**src/rtl/count_rr_arbiter.sv**
```systemverilog
// Shared count register with round-robin access arbitration among NREQ requesters.
// Each granted access runs IDLE -> XFER -> ACK and produces a one-cycle ready pulse.
module count_rr_arbiter #(
   parameter  int BITS = 16,
   parameter  int NREQ = 2,
   localparam int GW   = $clog2(NREQ)
) (
   input  logic                   wb_clk_i,
   input  logic                   wb_rst_i,
   input  logic [NREQ-1:0]        req_valid,
   input  logic [NREQ-1:0]        req_we,
   input  logic [NREQ*BITS/8-1:0] req_wstrb,
   input  logic [NREQ*BITS-1:0]   req_wdata,
   input  logic                   count_en,
   output logic [NREQ-1:0]        req_ready,
   output logic [BITS-1:0]        req_rdata,
   output logic [BITS-1:0]        count,
   output logic [GW-1:0]          grant_id,
   output logic                   busy
);

   localparam int NB = BITS / 8;

   localparam logic [1:0] S_IDLE = 2'd0;
   localparam logic [1:0] S_XFER = 2'd1;
   localparam logic [1:0] S_ACK  = 2'd2;

   logic [1:0]      r_state;
   logic [BITS-1:0] r_count;
   logic [BITS-1:0] r_rdata;
   logic [NREQ-1:0] r_ready;
   logic [GW-1:0]   r_grant_id;
   logic [GW-1:0]   r_last_grant;

   logic            w_any_req;
   logic            w_hi_found;
   logic [GW-1:0]   w_hi_idx;
   logic [GW-1:0]   w_lo_idx;
   logic [GW-1:0]   w_winner;
   logic            w_g_valid;
   logic            w_g_we;
   logic [NB-1:0]   w_g_wstrb;
   logic [BITS-1:0] w_g_wdata;
   logic            w_commit_wr;
   logic [BITS-1:0] w_count_next;

   // Round-robin pick: lowest requester above last_grant, else lowest overall.
   always_comb begin
      // NOTE: every always_comb output gets a default first so no path infers a latch.
      w_any_req  = 1'b0;
      w_hi_found = 1'b0;
      w_hi_idx   = '0;
      w_lo_idx   = '0;
      for (int i = NREQ - 1; i >= 0; i--) begin
         if (req_valid[i]) begin
            w_any_req = 1'b1;
            w_lo_idx  = GW'(i);
            if (GW'(i) > r_last_grant) begin
               w_hi_found = 1'b1;
               w_hi_idx   = GW'(i);
            end
         end
      end
      w_winner = w_hi_found ? w_hi_idx : w_lo_idx;
   end

   always_comb begin
      w_g_valid = 1'b0;
      w_g_we    = 1'b0;
      w_g_wstrb = '0;
      w_g_wdata = '0;
      for (int i = 0; i < NREQ; i++) begin
         if (GW'(i) == r_grant_id) begin
            w_g_valid = req_valid[i];
            w_g_we    = req_we[i];
            w_g_wstrb = req_wstrb[i*NB +: NB];
            w_g_wdata = req_wdata[i*BITS +: BITS];
         end
      end
   end

   // A committed write takes precedence over the free-running increment, even with no lanes set.
   always_comb begin
      w_commit_wr  = (r_state == S_XFER) && w_g_valid && w_g_we;
      w_count_next = r_count;
      if (w_commit_wr) begin
         for (int b = 0; b < NB; b++) begin
            if (w_g_wstrb[b]) w_count_next[b*8 +: 8] = w_g_wdata[b*8 +: 8];
         end
      end else if (count_en) begin
         w_count_next = r_count + BITS'(1);
      end
   end

   always_ff @(posedge wb_clk_i) begin
      if (wb_rst_i) begin
         r_state      <= S_IDLE;
         r_count      <= '0;
         r_rdata      <= '0;
         r_ready      <= '0;
         r_grant_id   <= '0;
         r_last_grant <= GW'(NREQ - 1);
      end else begin
         r_count <= w_count_next;
         r_ready <= '0;
         case (r_state)
            S_IDLE: begin
               if (w_any_req) begin
                  r_grant_id   <= w_winner;
                  r_last_grant <= w_winner;
                  r_state      <= S_XFER;
               end
            end
            S_XFER: begin
               if (!w_g_valid) begin
                  r_state <= S_IDLE;
               end else begin
                  r_rdata <= r_count;
                  r_ready <= NREQ'(1) << r_grant_id;
                  r_state <= S_ACK;
               end
            end
            // Requests are not sampled here, so a requester releasing valid on ready is never re-granted.
            S_ACK:   r_state <= S_IDLE;
            default: r_state <= S_IDLE;
         endcase
      end
   end

   assign req_ready = r_ready;
   assign req_rdata = r_rdata;
   assign count     = r_count;
   assign grant_id  = r_grant_id;
   assign busy      = (r_state != S_IDLE);

endmodule
```
**config.mk**
```make
export PLATFORM = sky130hd
export DESIGN_NAME = count_rr_arbiter
export DESIGN_NICKNAME = d
export VERILOG_FILES = /design/src/rtl/count_rr_arbiter.sv
export SDC_FILE = /design/constraint.sdc
export NUM_CORES = 1
export LEC_CHECK = 0
export ABC_AREA = 1
export ABC_CLOCK_PERIOD_IN_PS = 4080
export BUFFER_PORTS_ARGS = -buffer_cell sky130_fd_sc_hd__buf_2
export CAP_MARGIN = 10
export CORE_MARGIN = 2
export CORE_UTILIZATION = 53
export DETAILED_ROUTE_END_ITERATION = 10
export HOLD_SLACK_MARGIN = 0.06
export PLACE_DENSITY = 0.85
export SETUP_SLACK_MARGIN = 0.02
export SLEW_MARGIN = 20
export SYNTH_ARGS = -nofsm -noshare
export SYNTH_HDL_FRONTEND = slang
export SYNTH_SLANG_ARGS = --single-unit
```
**constraint.sdc**
```tcl
create_clock -name wb_clk_i -period 4.08 [get_ports wb_clk_i]
set_clock_uncertainty 0.15 [all_clocks]
set_input_delay 0.204 -clock wb_clk_i [delete_from_list [all_inputs] [get_ports wb_clk_i]]
set_output_delay 0.204 -clock wb_clk_i [all_outputs]
set_load 0.01 [all_outputs]
```
==> impl_metrics.py, run 1 <==
metrics = {
    "outcome": {
        "outcome": "finished, final reports clean",
    },
    "routing": {
        "ant_nets": 0,
        "drt_iter0_drc": 222,
        "totalWireLength_mm": 5.74,
        "route.vias.total": 2440,
        "drc_errors": 0,
        "wire_per_inst_um": 12.8,
        "drt-vias-per-instance": 5.43,
        "dr.pass1.iters": 5,
    },
    "placement": {
        "place.port_buffers": 78,
        "postPlaceCellArea_um2": 2490,
        "place_congestion": 0.995,
        "dp_slack_ns": 1.41,
        "hpwl_mm": 4.27,
    },
    "worst_setup_path": {
        "ff2ff_setup_slack_ns": 1.35,
        "crit_arrival_ns": 2.76,
        "reg2reg_depth": 11,
        "end_kind": "flop",
        "reg2reg_to": "count[5]$_SDFFE_PP0P_",
        "r2r_start": "grant_id$_SDFFE_PP0P_",
        "cp.required_ns": 4.12,
        "critical_path_class": "reg -> reg",
        "worstPathMaxFanout": 39,
        "start_kind": "flop",
    },
    "die": {
        "dieHeight_um": 67.0,
        "die_area_um2": 4480,
        "initial_core_util_pct": 56.1,
        "core_area_um2": 3740,
        "die_w_um": 67.0,
        "num_rows": 22,
        "io_pins": 79,
    },
    "worst_hold_path": {
        "min_path_cells": 3,
        "min_to": "r_last_grant$_SDFFE_PP1P_",
        "hp-start": "req_valid[1]",
        "hp-class": "in -> reg",
    },
    "finish": {
        "final_area_um2": 2580,
        "diodes": 0,
        "drive_gt1_share_pct": 24.4,
        "num-nets-final": 444,
        "fillCellCount": 387,
        "area_delta_synth_final_pct": 23.0,
    },
    "synth": {
        "ys_seq_elements": 38,
        "synth_area_leaders": "dfxtp_1 36%, nand2_1 18%, o21ai_0 6.7%",
        "synth_top_cell_by_area": "dfxtp_1",
        "yosysSeqAreaShare_pct": 36.2,
        "synth_top_cells_by_count": "102 x nand2_1, 38 x dfxtp_1, 34 x nor2_1",
        "syn_nets": 372,
        "async_flop_share_pct": 0,
        "post-synth-top-count-cell": "nand2_1",
        "synth.top_cell.area_share_pct": 36.2,
        "synth_edf_count": 0,
        "synthFlopType": "dfxtp_1",
        "synth_area_um2": 2100,
        "ys_types": 24,
        "synthCells": 328,
        "ys_warn_count": 0,
        "synth_area_per_cell_um2": 6.40,
    },
    "sta": {
        "setup_viol": 0,
        "final_max_slew_viol_count": 0,
        "hold_violations": 0,
        "slew_headroom_pct": 60.8,
        "setup_slack_ns": 1.35,
        "fmax_ghz": 0.367,
        "final.period_utilization_pct": 66.9,
        "fin_tns_setup_ns": 0,
        "fin_crit_ns": 2.73,
        "hold_ws_ns": 0.0651,
        "rsz0062_at_grt": "false",
        "worst_slew_pin_slew_ns": 0.587,
    },
    "cts": {
        "insertion_delay_ns": 0.29,
        "clkSinkCount": 38,
        "cts_tree": "built",
        "cts_setup_buffers": 0,
        "cts-resized-gates": 0,
        "cts_buffers": 5,
        "htree_levels": 2,
        "cts_root_buf": "clkbuf_8",
        "clk_pin_slew_ns": 0.07,
        "clk_path_buf_depth": 2,
        "postCtsHoldBufs": 0,
    },
    "global_routing": {
        "antenna_found_initial": 0,
        "grt_use_total_pct": 27.4,
        "grt_pass1_wl_mm": 9.25,
        "overflow": 0,
        "grt_pass1_vias": 2106,
        "grt_max_degree": 40,
    },
    "power": {
        "ir_drop_mv": 0.192,
        "leakage_uw": 0.00128,
        "power.total_uw": 875,
        "powerDensity_nw_per_um2": 339,
    },
    "run": {
        "drv_cap": 0,
    },
}
==> placed cells by master (no fill, tap or decap), drive strengths merged, types with 2 or more instances in the layout <==
master and instances:
nand2 108, buf 80, dfxtp 38, nor2 34
o21ai 31, inv 28, a21oi 23, nand3 22
nand4 14, clkbuf 6, xor2 5, o21bai 4
mux2i 2, nor3 2
==> power breakdown <==
group	total [uW]	switching [uW]	internal [uW]
Clock	269	134	136
Sequential	424	26.6	397
Combinational	182	111	71.3
Total	875	271	604
==> cells by family after synthesis <==
family                   synth area share [%]
adder cells (fa/ha/maj)                 0.595
buffers and inverters                    8.70
AND/OR/NAND/NOR                          36.2
AO/OA/AOI/OAI                            14.8
flip-flops                               36.2
multiplexers                            0.953
XOR/XNOR                                 2.50
==> per-layer routing <==
| metal | vias to the layer above | wire, um | GRT usage [%] |
|---|---|---|---|
| met5 | - | 0 | 0 |
| met4 | 0 | 85 | 7.65 |
| met3 | 11 | 521 | 6.93 |
| met2 | 120 | 2650 | 45.4 |
| met1 | 1103 | 2480 | 35.2 |
| li1 | 1206 | - | - |
==> metrics by stage <==
stage	util, %	std cells
2_1_floorplan	-	328
3_3_place_gp	66.5	441
3_5_place_dp	66.5	441
4_1_cts	69.0	449
5_1_grt	69.0	449
6_report	69.0	449
==> sequential cells by signal, summed over array words and instances (netlist names) <==
signal        flops
r_last_grant      1
req_rdata        16
req_ready         2
count            16
grant_id          1
r_state           2
==> worst max path at each step <==
stage / to / slack, ns / startpoint / cells after the start
final: count[5]$_SDFFE_PP0P_ / 1.35 / grant_id$_SDFFE_PP0P_ / 11
after global routing: count[5]$_SDFFE_PP0P_ / 1.12 / grant_id$_SDFFE_PP0P_ / 11
after CTS: count[6]$_SDFFE_PP0P_ / 1.40 / grant_id$_SDFFE_PP0P_ / 11
after detailed placement: count[6]$_SDFFE_PP0P_ / 1.41 / grant_id$_SDFFE_PP0P_ / 11
after global placement: count[6]$_SDFFE_PP0P_ / 1.52 / grant_id$_SDFFE_PP0P_ / 11
after floorplan: count[8]$_SDFFE_PP0P_ / 2.45 / count[0]$_SDFFE_PP0P_ / 7
==> worst max-delay path: stages (launching register included) <==
cell	delay [ns]
dfxtp_1	0.55
buf_4	0.28
nand2_1	0.13
a21oi_4	0.15
buf_4	0.34
nand2_2	0.25
inv_2	0.21
nand2_1	0.09
nand2_2	0.19
inv_1	0.11
nor2_1	0.12
nor2_1	0.05
==> area by class of cell <==
cell class,instances,area [um2],share of cell area (%)
inverter,28,105,4.07
multi-input combinational,247,1160,44.8
sequential,38,761,29.4
clock buffer,6,82.6,3.20
tap,48,60.1,2.32
clock inverter,2,12.5,0.484
timing repair buffer,80,405,15.7
Power figures use the tool's default switching activity.
==> run 2, diff against run 1 <==
- ABC_CLOCK_PERIOD_IN_PS: 4080 -> 2450
- CORE_UTILIZATION: 53 -> 44
- PLACE_DENSITY: 0.85 -> 0.76
- clock period: 4.08 -> 2.45 ns (I/O delays scaled with it)
==> run 2 against run 1 <==
  * Combinational power increased by 70%
  * Clock power is 150% higher
  * Highest routed layer unchanged
  * Global-route usage down 3.5 points
  * Cell count increased by 2.2%
  * Non-clock buffer count rose by 4
  * Sequential power rose by 67%
  * Register-to-register slack lost 1.0 ns
  * Cell area increased by 3.5%
==> impl_metrics.py, run 2 (synthesis gave the netlist of run 1 again) <==
metrics = {
    "sta": {
        "final_max_slew_viol_count": 0,
        "slew_headroom_pct": 58.1,
        "rsz0062_at_grt": "false",
        "setup_viol": 0,
        "fmax_ghz": 0.468,
        "hold_violations": 0,
        "final.period_utilization_pct": 87.2,
        "fin_tns_setup_ns": 0,
        "fin_crit_ns": 2.14,
        "worst_slew_pin_slew_ns": 0.628,
    },
    "worst_hold_path": {
        "hp-class": "in -> reg",
        "hp-start": "req_valid[0]",
        "min_to": "r_last_grant$_SDFFE_PP1P_",
        "min_path_cells": 4,
    },
    "cts": {
        "clkSinkCount": 38,
        "postCtsHoldBufs": 2,
        "clk_path_buf_depth": 2,
        "cts-resized-gates": 0,
        "cts_buffers": 5,
        "cts_root_buf": "clkbuf_8",
        "cts_tree": "built",
        "cts_setup_buffers": 0,
        "clk_pin_slew_ns": 0.07,
        "htree_levels": 2,
        "insertion_delay_ns": 0.29,
    },
    "worst_setup_path": {
        "critical_path_class": "reg -> reg",
        "crit_arrival_ns": 2.18,
        "critical_path_buf_inv_count": 2,
        "slowest_delay_ns": 0.53,
        "ff2ff_setup_slack_ns": 0.31,
        "worstPathMaxFanout": 13,
        "crit_family": "simple AND/OR/NAND/NOR gates",
        "reg2reg_to": "count[6]$_SDFFE_PP0P_",
        "r2r_start": "grant_id$_SDFFE_PP0P_",
        "end_kind": "flop",
        "path_cells": "inv_2, nand2_1, nand2_4, nand2_2, nand2_2, nand2_2, inv_1, nor2_1, nor2_1",
        "crit_slowest_cell": "dfxtp_1",
        "path_common_cell": "nand2_2",
        "reg2reg_depth": 9,
        "cp.required_ns": 2.49,
        "start_kind": "flop",
    },
    "power": {
        "powerDensity_nw_per_um2": 627,
        "pwr-share-clk_pct": 39.4,
        "leakage_uw": 0.00132,
        "p_int_uw": 1220,
        "switchingPower_uw": 458,
        "p_sw_share_pct": 27.3,
        "seqPwrFrac_pct": 42.1,
        "p_comb_share_pct": 18.4,
        "ir_drop_mv": 0.282,
    },
    "routing": {
        "route.vias.total": 2424,
        "drt-vias-per-instance": 5.28,
        "drt_iter0_drc": 205,
        "drc_errors": 0,
        "totalWireLength_mm": 6.11,
        "ant_nets": 0,
        "dr.pass1.iters": 5,
        "wire_per_inst_um": 13.3,
    },
    "global_routing": {
        "grt_pass1_wl_mm": 9.92,
        "antenna_found_initial": 0,
        "grt_use_total_pct": 23.9,
        "overflow": 0,
        "grt_pass1_vias": 2262,
        "grt_max_degree": 39,
    },
    "finish": {
        "num-nets-final": 448,
        "utilization_pct": 57.4,
        "final_cell_mix": "102 x nand2_1, 78 x buf_2, 38 x dfxtp_1",
        "diodes": 0,
        "final_cells": 459,
        "drive_gt1_share_pct": 24.7,
        "final_common_cell": "nand2_1",
        "area_delta_synth_final_pct": 27.3,
    },
    "die": {
        "die_area_um2": 5340,
        "num_rows": 25,
        "initial_core_util_pct": 45.1,
        "io_pins": 79,
        "core_area_um2": 4660,
        "dieHeight_um": 73.1,
        "die_w_um": 73.1,
    },
    "placement": {
        "place.port_buffers": 78,
        "hpwl_mm": 4.61,
        "place_congestion": 0.928,
        "dp.cells": 449,
    },
    "run": {
        "drv_cap": 0,
    },
    "outcome": {
        "outcome": "finished, final reports clean",
    },
}
[run 2: cell count changes in the layout (fill, tap and decap cells not counted), sizes merged]
cell / previous run / this run
buf: 80 / 82
bufinv: 0 / 2
dlygate4sd3: 0 / 2
clkinv: 1 / 0
clkinvlp: 1 / 0
[run 2: power by group through the flow]
stage	sequential, uW	clock (uW)	combinational (uW)
final	707	661	309
after global placement	718	0	302
after floorplan	725	0	182
after CTS	706	676	309
after global routing	712	701	353
after detailed placement	720	0	305
[run 2: metrics by stage]
step                setup slack (ns)  total power, uW  hold slack [ns]  area, um2
global placement               0.447             1020            0.289       2510
global route                  0.0606             1770            0.105       2670
floorplan                      0.825              907            0.152       2100
finish                         0.313             1680           0.0748       2670
CTS                            0.313             1690           0.0668       2670
detailed placement             0.333             1020            0.298       2510
[run 2: metal layers]
layer / GRT usage [%] / up-vias / part of all wire, %
li1: - / 1218 / -
met1: 29.5 / 1085 / 44
met2: 40.2 / 103 / 46
met3: 4.56 / 18 / 6.8
met4: 10.3 / 0 / 3.1
met5: 0 / - / 0
[run 2: worst max-delay path by stage]
| stage | slack, ns | cells after the start | endpoint | start |
|---|---|---|---|---|
| after floorplan | 0.82 | 7 | count[8]$_SDFFE_PP0P_ | count[0]$_SDFFE_PP0P_ |
| after global placement | 0.45 | 9 | count[6]$_SDFFE_PP0P_ | grant_id$_SDFFE_PP0P_ |
| after detailed placement | 0.33 | 9 | count[6]$_SDFFE_PP0P_ | grant_id$_SDFFE_PP0P_ |
| after CTS | 0.31 | 9 | count[6]$_SDFFE_PP0P_ | grant_id$_SDFFE_PP0P_ |
| after global routing | 0.06 | 9 | count[7]$_SDFFE_PP0P_ | grant_id$_SDFFE_PP0P_ |
| final | 0.31 | 9 | count[6]$_SDFFE_PP0P_ | grant_id$_SDFFE_PP0P_ |
[run 2: layout make-up]
cell class	instances	area, um2
inverters	28	105
multi-input cells	247	1160
flip-flops and latches	38	761
clock inverters	2	60.1
repair buffers	84	440
well taps	54	67.6
fillers	477	1990
clock buffers	6	82.6
[run 2: worst register-to-register path, delay by kind of cell (launching register included)]
kind                   cells  cell delay [ns]
buffers and inverters      2             0.30
DFF                        1             0.53
and+or+nand+nor            7             1.05
